<file path="config.mk">
export PLATFORM = sky130hd
export DESIGN_NAME = sync_fifo_wm
export DESIGN_NICKNAME = d
export VERILOG_FILES = /design/src/rtl/sync_fifo_wm.sv
export SDC_FILE = /design/constraint.sdc
export NUM_CORES = 1
export LEC_CHECK = 0
export ABC_AREA = 1
export CORE_UTILIZATION = 45
export DETAILED_ROUTE_END_ITERATION = 12
export PLACE_DENSITY = 0.68
export SYNTH_ARGS = -nofsm -noshare
export SYNTH_HDL_FRONTEND = slang
export SYNTH_SLANG_ARGS = --single-unit
</file>
<file path="constraint.sdc">
create_clock -name clk -period 2.5 [get_ports clk]
set_input_delay 0.375 -clock clk [delete_from_list [all_inputs] [get_ports clk]]
set_output_delay 0.375 -clock clk [all_outputs]
set_load 0.03 [all_outputs]
</file>
<file path="src/rtl/sync_fifo_wm.sv">
// rtl/sync_fifo_wm.sv - single-clock FIFO with watermarks, fill count, sticky errors, registered read port
// Optional word parity and perr output when SYNC_FIFO_PARITY_EN is defined.
module sync_fifo_wm #(
  parameter int DSIZE    = 8,
  parameter int ASIZE    = 4,
  parameter int AF_LEVEL = 14,
  parameter int AE_LEVEL = 2
) (
  input  logic             clk,
  input  logic             rst_n,
  input  logic             winc,
  input  logic [DSIZE-1:0] wdata,
  output logic             wfull,
  output logic             walmost_full,
  input  logic             rinc,
  output logic [DSIZE-1:0] rdata,
  output logic             rvalid,
  output logic             rempty,
  output logic             ralmost_empty,
  output logic [ASIZE:0]   count,
  output logic             overflow,
  output logic             underflow,
`ifdef SYNC_FIFO_PARITY_EN
  output logic             perr,
`endif
  input  logic             clr_err
);

  localparam int DEPTH = 1 << ASIZE;
`ifdef SYNC_FIFO_PARITY_EN
  localparam int MW = DSIZE + 1;
`else
  localparam int MW = DSIZE;
`endif

  localparam logic [ASIZE:0] DEPTH_C = (ASIZE+1)'(DEPTH);
  localparam logic [ASIZE:0] AF_C    = (ASIZE+1)'(AF_LEVEL);
  localparam logic [ASIZE:0] AE_C    = (ASIZE+1)'(AE_LEVEL);
  localparam logic [ASIZE:0] PTR_ONE = (ASIZE+1)'(1);

  logic [MW-1:0]  mem [DEPTH];
  logic [ASIZE:0] wptr, rptr, count_next;
  logic           w_acc, r_acc;
  logic [MW-1:0]  wword;

  // Acceptance looks only at the registered flags, never at same-cycle activity.
  assign w_acc = winc & ~wfull;
  assign r_acc = rinc & ~rempty;
  assign count_next = count + {{ASIZE{1'b0}}, w_acc} - {{ASIZE{1'b0}}, r_acc};

`ifdef SYNC_FIFO_PARITY_EN
  assign wword = {^wdata, wdata};
`else
  assign wword = wdata;
`endif

  always_ff @(posedge clk) begin
    if (rst_n && w_acc) begin
      mem[wptr[ASIZE-1:0]] <= wword;
    end
  end

  always_ff @(posedge clk) begin
    if (!rst_n) begin
      wptr          <= '0;
      rptr          <= '0;
      count         <= '0;
      wfull         <= 1'b0;
      walmost_full  <= 1'b0;
      rempty        <= 1'b1;
      ralmost_empty <= 1'b1;
      rvalid        <= 1'b0;
      rdata         <= '0;
      overflow      <= 1'b0;
      underflow     <= 1'b0;
`ifdef SYNC_FIFO_PARITY_EN
      perr          <= 1'b0;
`endif
    end else begin
      if (w_acc) begin
        wptr <= wptr + PTR_ONE;
      end
      if (r_acc) begin
        rptr  <= rptr + PTR_ONE;
        rdata <= mem[rptr[ASIZE-1:0]][DSIZE-1:0];
      end
      rvalid        <= r_acc;
      count         <= count_next;
      wfull         <= (count_next == DEPTH_C);
      rempty        <= (count_next == '0);
      walmost_full  <= (count_next >= AF_C);
      ralmost_empty <= (count_next <= AE_C);
      // A new error event beats a simultaneous clear.
      overflow      <= (winc & wfull)  | (overflow  & ~clr_err);
      underflow     <= (rinc & rempty) | (underflow & ~clr_err);
`ifdef SYNC_FIFO_PARITY_EN
      perr          <= r_acc & (^mem[rptr[ASIZE-1:0]]);
`endif
    end
  end

endmodule

</file>
==> results.json <==
{
  "clock_sinks": 156,
  "crit_type": "in2reg",
  "ys_seq_area_share_pct": 67.38,
  "path_depth": 14,
  "cp_top_family": "adder cells",
  "first_iter_violations": 413,
  "worstMarginPinSlew_ps": 707.9,
  "pre_cts_slack_ps": -267.0,
  "relSlewSlack_pct": 52.66,
  "diodes": 0,
  "fin_skew_ps": 7.086,
  "hold_path_depth": 2,
  "grt_pass1_vias": 4523,
  "drc": 0,
  "synth.largest_area_cell": "edfxtp_1",
  "path_max_fanout": 3,
  "finalWorstSetupSlack_ps": 163.8,
  "via_count": 4525,
  "synth-main-ff-cell": "edfxtp_1",
  "start_util_pct": 46.55,
  "post-cts-setup-buffers": 0,
  "syn_inst": 641,
  "r2r_cells": 12,
  "grt_remaining_overflow": 0,
  "yosys.area_share.simple_pct": 23.26,
  "ant_nets": 0,
  "htreeDepth": 4,
  "async_reset_ff_share_pct": 0,
  "critPathSlowestCell": "clkdlybuf4s50_1",
  "leakage_nw": 3.128,
  "rows": 43,
  "syn_avg_cell_area_sq_um": 10.20,
  "insertion_delay_ps": 420,
  "ir_drop_mv": 0.5369,
  "multiInputGateArea_sq_um": 1802,
  "start_kind": "primary input",
  "cpPeakStageDelay_ps": 470,
  "routed_wl_um": 14550,
  "ioPinCount": 33,
  "path_clk_slew_ps": 60,
  "worstPathRequired_ps": 2790,
  "synthAdderAreaFrac_pct": 2.221,
  "status": "finished clean",
  "synth_top_family_by_area": "simple AND/OR/NAND/NOR gates",
  "die_w_um": 122.5,
  "grt_pass1_wl_um": 23350,
  "worstPathArrival_ps": 2630,
  "fmax_ghz": 0.4281,
  "syn_to_final_growth_pct": 19.05,
  "fin_nets": 716,
  "syn_area_sq_um": 6536,
  "tritoncts": "done",
  "port_buffers": 32,
  "dieArea_sq_um": 15010,
  "cp_common_cell": "inv_1",
  "viasPerCell": 5.119,
  "first_pass_iters": 7,
  "worstHoldPathType": "reg2reg",
  "hpwlAfterDp_um": 8985,
  "synthTopCellsByArea": "edfxtp_1, nand2_1, dfxtp_1",
  "yosysWarningCount": 0,
  "regArea_sq_um": 4407,
  "gp_routability_congestion": 0.8136,
  "core_sq_um": 14040,
  "antenna_found_initial": 0,
  "powerDensity_nw_per_um2": 976.5,
  "synth-edff-count": 128,
  "min_period_ps": 2336,
  "drv_slew": 0,
  "synth.area.mux_share_pct": 0,
  "wl_per_cell_um": 16.45,
  "die_h_um": 122.5,
  "crit_path_end_kind": "flip-flop",
  "setup_violations": 0,
  "synth_seq_cells": 156,
  "ys_types": 25,
  "hold_violations": 0,
  "cts_buffers": 17,
  "synth-compound-area-share_pct": 1.302,
  "drv_cap": 0,
  "rsz0062_at_grt": "no",
  "grt_max_degree": 67,
  "cts_buffer_depth": 2,
  "grt_usage_pct": 21.32,
  "clock_tree.root_cell": "clkbuf_16",
  "drive_gt1_share_pct": 9.233,
  "path_cells": "clkdlybuf4s50_1, inv_1, nor2_1, inv_1, ha_1, inv_1, ha_1, fa_1, nand3_1, nand2_1, xnor2_1, nor2_1, inv_1, o21ai_0",
  "synth.net_count": 665,
  "holdWs_ps": 470.0,
  "ctsHoldBuffers": 0,
  "synthXorXnorAreaFrac_pct": 0.6700,
  "fillers": 1208,
  "post-route-period-util_pct": 93.45,
  "cp_num_buf_inv": 5,
  "synth_top_area_share_pct": 58.81,
  "ctsResizeCount": 0
}
## layout make-up
class / instances / share of cell area (%)
sequential: 156 / 56.63
inverter: 48 / 2.315
clock inverter: 12 / 2.492
clock buffer: 19 / 5.564
tap: 180 / 2.894
timing repair buffer: 58 / 6.946
multi-input combinational: 411 / 23.15
## registers in the layout, summed over array words and instances (netlist names), 4 cells and up
register / flops
mem: 128
rdata: 8
wptr: 4
rptr: 4
count: 5
## cells in the mapped netlist (all sizes together), types with 3 or more instances
library cell,n
a21oi,12
buf,22
clkbuf,4
dfxtp,28
edfxtp,128
ha,10
inv,46
nand2,266
nand3,64
nor2,42
nor3,3
o21ai,5
xnor2,3
## worst paths after layout
kind / from / endpoint / slack (ps)
min reg2reg: overflow$_SDFF_PN0_ / overflow$_SDFF_PN0_ / 470
max reg2reg: wfull$_SDFF_PN0_ / walmost_full$_SDFF_PN0_ / 290
max: winc / walmost_full$_SDFF_PN0_ / 160
min: overflow$_SDFF_PN0_ / overflow$_SDFF_PN0_ / 470
## metal layers
metal | wire (um) | global-route usage (%)
met5 | 0 | 0
met4 | 408 | 9.299
met3 | 872 | 4.600
met2 | 7146 | 34.73
met1 | 6118 | 27.44
## through the flow
stage	utilization (%)	TNS (ps)	instances	total power, mW	cell area, sq um
after floorplan	-	0	641	4.281	6538
after global routing	55.41	0	884	7.946	7781
after CTS	55.36	0	884	7.607	7774
after detailed placement	50.90	-791.8	853	4.864	7147
after global placement	50.90	-451.9	853	4.802	7147
final	55.41	0	884	7.598	7781
## worst min-delay path, stage by stage, from the launching register on
cell     delay [ps]
dfxtp_1         310
nand2_1          60
a21oi_1          50
## power by group
part / total [mW] / leakage [nW] / internal (mW) / switching [mW]
Clock: 2.76 / 0.297 / 1.76 / 1.00
Sequential: 3.08 / 1.38 / 2.97 / 0.105
Combinational: 1.76 / 1.45 / 0.643 / 1.12
## cells by family after synthesis
logic type,count (synthesis)
buf+inv,74
fa+ha+maj,11
compound gates,17
flops,156
xor+xnor,5
simple gates,378
## cells in the final DEF, fill, tap and decap left out, drive strengths merged
cell / netlist / routed
nand3: 64 / 64
dfxtp: 28 / 28
edfxtp: 128 / 128
clkdlybuf4s50: 0 / 32
clkbuf: 4 / 19
fa: 1 / 1
inv: 46 / 48
nand2: 266 / 266
nor4: 1 / 1
nand4: 1 / 1
ha: 10 / 10
o21ai: 5 / 5
a21oi: 12 / 12
nor3: 3 / 3
xor2: 2 / 2
clkinvlp: 0 / 2
buf: 22 / 26
or2: 1 / 1
nor2: 42 / 42
xnor2: 3 / 3
bufinv: 0 / 5
clkinv: 2 / 5
(Power assumes the default switching activity.)
